[config.mk]
export PLATFORM = sky130hd
export DESIGN_NAME = btn_conditioner
export DESIGN_NICKNAME = d
export VERILOG_FILES = /design/src/rtl/btn_conditioner.sv
export SDC_FILE = /design/constraint.sdc
export NUM_CORES = 1
export LEC_CHECK = 0
export BUFFER_PORTS_ARGS = -buffer_cell sky130_fd_sc_hd__buf_2
export CORE_AREA = 2 2 109 100
export CTS_CLUSTER_DIAMETER = 120
export DETAILED_ROUTE_END_ITERATION = 8
export DIE_AREA = 0 0 111 102
export PLACE_DENSITY = 0.78
export SETUP_SLACK_MARGIN = 0.5
export SLEW_MARGIN = 20
export SYNTH_ARGS = -nofsm -noshare
export SYNTH_HDL_FRONTEND = slang
export SYNTH_SLANG_ARGS = --single-unit
export TNS_END_PERCENT = 1
[constraint.sdc]
create_clock -name i_clk -period 5.2 [get_ports i_clk]
set_input_delay 1.04 -clock i_clk [delete_from_list [all_inputs] [get_ports i_clk]]
set_output_delay 1.04 -clock i_clk [all_outputs]
set_load 0.005 [all_outputs]
[src/rtl/btn_conditioner.sv]
// btn_conditioner: synchronizes and debounces the raw push buttons and emits
// per-button rising-edge pulses. It also drives the CPU reset sys_resetn,
// which goes low only after the BTN0+BTN1 chord has been held for CHORD_CYCLES.
// Optional feature macro: BTN_EDGE_PULSE_EN. When it is defined, the
// o_btn_rise registers are built. When it is undefined, o_btn_rise is tied to 0.
`timescale 1ns / 1ps

module btn_conditioner #(
  parameter int unsigned NUM_BTN              = 4,
  parameter int unsigned DEBOUNCE_CYCLES      = 1_000_000,
  parameter int unsigned CHORD_CYCLES         = 100_000_000,
  parameter int unsigned RESET_STRETCH_CYCLES = 16
) (
  input  logic               i_clk,
  input  logic               i_reset,
  input  logic [NUM_BTN-1:0] i_btn_raw,
  output logic [NUM_BTN-1:0] o_btn_db,
  output logic [NUM_BTN-1:0] o_btn_rise,
  output logic               o_chord_active,
  output logic               o_sys_resetn
);

  localparam int unsigned DW = $clog2(DEBOUNCE_CYCLES);
  localparam int unsigned CW = $clog2(CHORD_CYCLES);
  // A one-cycle stretch still needs a 1-bit counter.
  localparam int unsigned SW = (RESET_STRETCH_CYCLES > 1) ? $clog2(RESET_STRETCH_CYCLES) : 1;

  localparam logic [DW-1:0] DB_LAST = DW'(DEBOUNCE_CYCLES - 1);
  localparam logic [CW-1:0] CH_LAST = CW'(CHORD_CYCLES - 1);
  localparam logic [SW-1:0] ST_LAST = SW'(RESET_STRETCH_CYCLES - 1);

  typedef enum logic [1:0] {StIdle, StArming, StAssert, StWaitRelease} state_e;

  logic [NUM_BTN-1:0] r_sync1;
  logic [NUM_BTN-1:0] r_sync2;
  logic [NUM_BTN-1:0] r_db;
  logic [DW-1:0]      r_cnt [NUM_BTN];
  logic [DW-1:0]      w_cnt_next [NUM_BTN];
  logic [NUM_BTN-1:0] w_db_next;
  logic               w_chord;

  state_e             r_state;
  logic [CW-1:0]      r_chord_cnt;
  logic [SW-1:0]      r_stretch_cnt;
  logic               r_chord_active;
  logic               r_sys_resetn;

  // Two-flop synchronizer for the asynchronous button pins
  always_ff @(posedge i_clk or posedge i_reset) begin
    if (i_reset) begin
      r_sync1 <= '0;
      r_sync2 <= '0;
    end else begin
      r_sync1 <= i_btn_raw;
      r_sync2 <= r_sync1;
    end
  end

  // Debounce next state: count mismatch cycles, accept on the cycle the count would hit the limit
  always_comb begin
    w_db_next = r_db;
    for (int i = 0; i < NUM_BTN; i++) begin
      w_cnt_next[i] = '0;
      if (r_sync2[i] != r_db[i]) begin
        if (r_cnt[i] == DB_LAST) begin
          w_db_next[i] = r_sync2[i];
        end else begin
          w_cnt_next[i] = r_cnt[i] + 1'b1;
        end
      end
    end
  end

  // Debounce state registers
  always_ff @(posedge i_clk or posedge i_reset) begin
    if (i_reset) begin
      r_db <= '0;
      for (int i = 0; i < NUM_BTN; i++) begin
        r_cnt[i] <= '0;
      end
    end else begin
      r_db <= w_db_next;
      for (int i = 0; i < NUM_BTN; i++) begin
        r_cnt[i] <= w_cnt_next[i];
      end
    end
  end

  assign o_btn_db = r_db;

`ifdef BTN_EDGE_PULSE_EN
  logic [NUM_BTN-1:0] r_rise;

  // Rise pulse lines up with the cycle the debounced level first reads 1
  always_ff @(posedge i_clk or posedge i_reset) begin
    if (i_reset) begin
      r_rise <= '0;
    end else begin
      r_rise <= w_db_next & ~r_db;
    end
  end

  assign o_btn_rise = r_rise;
`else
  assign o_btn_rise = '0;
`endif

  assign w_chord = r_db[0] & r_db[1];

  // Chord FSM with registered chord_active and sys_resetn
  always_ff @(posedge i_clk or posedge i_reset) begin
    if (i_reset) begin
      r_state        <= StIdle;
      r_chord_cnt    <= '0;
      r_stretch_cnt  <= '0;
      r_chord_active <= 1'b0;
      r_sys_resetn   <= 1'b0;
    end else begin
      unique case (r_state)
        StIdle: begin
          r_sys_resetn <= 1'b1;
          r_chord_cnt  <= '0;
          if (w_chord) begin
            r_state        <= StArming;
            r_chord_active <= 1'b1;
          end
        end
        StArming: begin
          // A dropped chord bit wins over reaching the limit in the same cycle.
          if (!w_chord) begin
            r_state        <= StIdle;
            r_chord_active <= 1'b0;
          end else if (r_chord_cnt == CH_LAST) begin
            r_state        <= StAssert;
            r_chord_active <= 1'b0;
            r_sys_resetn   <= 1'b0;
            r_stretch_cnt  <= '0;
          end else begin
            r_chord_cnt <= r_chord_cnt + 1'b1;
          end
        end
        StAssert: begin
          if (r_stretch_cnt == ST_LAST) begin
            r_state      <= StWaitRelease;
            r_sys_resetn <= 1'b1;
          end else begin
            r_stretch_cnt <= r_stretch_cnt + 1'b1;
          end
        end
        StWaitRelease: begin
          r_sys_resetn <= 1'b1;
          if (!r_db[0] && !r_db[1]) begin
            r_state <= StIdle;
          end
        end
        default: begin
          r_state        <= StIdle;
          r_chord_active <= 1'b0;
          r_sys_resetn   <= 1'b1;
        end
      endcase
    end
  end

  assign o_chord_active = r_chord_active;
  assign o_sys_resetn   = r_sys_resetn;

endmodule
==> metrics list <==
- Outcome: complete, no violations
* Hold violation total from the final report: 0
* Period utilization: 49.7%
- Initial core utilization: roughly three fifths
* Via Count: roughly 4700
- Routability-driven placement finished with a final weighted congestion of 0.851.
* Crit path launch type: flop
* Yosys warnings: 0
* Worst-margin pin slew: approximately 0.90 ns
- The average instance in the mapped netlist occupies about 10 µm².
- Pre-Repair DR Iteration Count: 7
- Hold_sp: r_sync1[1]
- Dominant cell by count in the synthesized netlist: dfrtp_1
- IO buf count: 11
- The tree is rooted in a clkbuf_16.
* Number of global-route vias before repair: roughly 4700
* Max-slew violation total from the final report: 0
- Maximum number of pins on one net before global-route repair: ~90
- Total setup buffers inserted after CTS: 0
- In this run the static leakage power is 0.00299 µW.
- In the final layout, the share of cells above drive strength 1 is under 10%.
* Max FO, Critical Path: 27
- Number of enable flip-flop cells after synthesis: 0
* DRT Wirelength: 12300 µm
- In this run the tightest slew margin relative to its limit is between 30 and 40%.
* Depth of the worst register-to-register path: 5
- The detail route stage leaves a number of antenna-violating nets equal to 0.
- Final worst clock skew: around 0.006 ns
* Setup TNS Final: 0 ns
* Power density relative to cell area: roughly 320 nW/µm²
- In the final routed layout, each cell accounts on average for roughly 16 µm.
- Timing would allow up to approximately 0.39 GHz.
- Summing the sequential cell areas from Yosys gives about 51% of the chip area.
- Area of the die: about 11000 µm²
- The number of antenna violations at the first check in global routing is 0.
- STA classifies the critical path endpoint as a flop.
- Cells fill about two thirds of the core in the end.
- After synthesis the cells add up to between 6000 and 7000 µm².
- WP data required: around 5.5 ns
- Max Cap Viol: 0
* Number of H-tree levels: 4
- Counting every sink on the clock net gives between 100 and 150.
- The worst register-to-register path ends at r_chord_cnt[24].
- Number of hold buffers added after cts: 0
- Maximum buffer depth of the clock tree: 2
- In the routed layout, each cell is associated on average with a via count of around 6.
- Min-Delay Path Class: flop to flop
- I/O pin cnt: 16
* Startpoint of the worst-slack reg-to-reg timing path: r_chord_cnt[17]
* Unrepaired setup endpoints after global routing: no
- Clk Latency, worst-skew pair: around 0.4 ns
* Global-route wire length before repair: around 22000 µm
- WHS Endpoint: r_sync2[1]
* Number of antenna diodes: 0
- Synthesis inferred ~130 register bits.
- Setup violations remaining at the end of the flow were counted as 0.
* Number of CTS-inserted buffers: 17
- STA puts the critical path data arrival time at roughly 2.8 ns.
- For this run, design rule violations remaining after detail routing come to 0.
* Residual overflow from global routing: 0
- Number of violations reported at the end of detailed-routing iteration 0: 276
- Die boundary height: roughly 100 µm
- Filler instances: 726
- The cell count after synthesis came out at between 600 and 700.
* Async set-reset flop share out of synthesis: 100%
- Of the post-synthesis cell area, the dominant cell type holds 51.3%.
- In this run, post-CTS repair resized a total of 0 instances.
- Placeable core region: a little over 10000 µm²
- CTS clk-pin slew, worst paths: around 0.050 ns
- The area growth from synthesis to layout is 11.5%.
- Rows: 35
- After the flow finishes, the layout carries non-filler instances totaling approximately 790.
* Top cells by count, synth: dfrtp_1, nor2_1, xor2_1
- For the finished layout, the period the worst path requires is ~2.6 ns.
* Number of placed instances with taps included: 757
* Yosys top cell by area: dfrtp_1
- Category of the most critical setup path: flop to flop
- TritonCTS built the clock tree.
- Across all register-to-register paths, the minimum setup slack is between 2 and 3 ns.
* Total GRT Usage: 23.7%
- Maximum resistive drop on vdd: 0.257 mV
- Overall die width: 111 µm
- For this run, the post-layout net count is 659.
- By area the synthesized netlist is led by dfrtp_1, xor2_1, nor2_1.
* Hold slack final: 0.346 ns
- For this run, the leading register cell type out of synthesis is dfrtp_1.
- Overall power of the completed layout: approximately 2200 µW
* DPL Wire Length: ~8000 µm
- Counting instances, the worst hold path has a depth of 0.
- Yosys cell types: 49
[layer usage]
layer / wire length, µm / vias to the layer above / track usage, %
met4: 238 / 0 / 11.3
met5: 0 / - / 0
met2: 6000 / 97 / 38.9
met3: 417 / 20 / 5.10
met1: 5640 / 2364 / 30.8
li1: - / 2260 / -
[critical path: stages, from the launching register on]
cell and delay, ns:
dfrtp_1 0.42, or4b_1 0.58, or4_4 0.55, o211ai_4 0.61, or4_1 0.21, a21oi_1 0.06
[how the worst max path moves through the flow]
stage | start | endpoint | slack, ns | cells past startpoint
after floorplan | i_reset | async pin | 0.78 | 1
after detailed placement | r_chord_cnt[17] | r_chord_cnt[23] | 2.64 | 5
after CTS | r_chord_cnt[17] | r_chord_cnt[9] | 2.63 | 5
after global placement | r_chord_cnt[17] | r_chord_cnt[9] | 2.69 | 5
final | r_chord_cnt[17] | r_chord_cnt[24] | 2.62 | 5
after global routing | r_chord_cnt[17] | r_chord_cnt[9] | 2.50 | 5
[layout by cell type, fill, tap and decap left out, types with 10 or more instances in the layout]
| master | netlist | layout |
|---|---|---|
| nor2_1 | 101 | 101 |
| inv_1 | 14 | 13 |
| buf_2 | 1 | 11 |
| a21oi_1 | 19 | 19 |
| xnor2_1 | 24 | 24 |
| nor4_1 | 10 | 10 |
| nand4_1 | 28 | 28 |
| nor3_1 | 10 | 10 |
| and4_1 | 12 | 12 |
| nand2_1 | 47 | 47 |
| dfrtp_1 | 127 | 127 |
| clkbuf_16 | 0 | 17 |
| xor2_1 | 55 | 55 |
| or3_1 | 12 | 12 |
| nand3_1 | 42 | 42 |
| o21ai_0 | 10 | 10 |
| and3_1 | 21 | 21 |
[sequential cells by signal (all words and copies together), names as in the netlist, named ones only]
| name | count |
|---|---|
| o_btn_db | 4 |
| o_chord_active | 1 |
| o_sys_resetn | 1 |
| r_chord_cnt | 27 |
| r_cnt | 80 |
| r_state | 1 |
| r_stretch_cnt | 4 |
| r_sync1 | 4 |
| r_sync2 | 4 |
[final cells by class]
cell class / instances / area (µm²) / share of cell area [%]
flip-flops and latches: 127 / 3180 / 46.0
well taps: 129 / 161 / 2.33
clock inverters: 10 / 113 / 1.63
multi-input cells: 474 / 2880 / 41.6
repair buffers: 13 / 70.1 / 1.01
inverters: 14 / 57.6 / 0.833
clock buffers: 22 / 454 / 6.57
[where the power goes]
part	internal (µW)	switching (µW)	total [µW]
Clock	716	429	1150
Combinational	10.5	36.1	46.5
Sequential	1000	10.5	1010
[per-stage QoR]
stage	cell area [µm²]	setup WS [ns]
after floorplan	6210	0.776
after global placement	6340	2.69
after detailed placement	6340	2.64
after CTS	6910	2.63
after global routing	6910	2.50
final	6910	2.62
[kinds of logic after synthesis]
| logic type | share of synthesized area (%) |
|---|---|
| AND/OR/NAND/NOR | 26.1 |
| flip-flops | 51.3 |
| XOR/XNOR | 11.2 |
| AO/OA/AOI/OAI | 6.80 |
| buffers and inverters | 2.50 |
| adder cells (fa/ha/maj) | 1.21 |
| multiplexers | 0.908 |
| other | 0.0605 |
No activity file was read; power rests on OpenSTA's default activity.
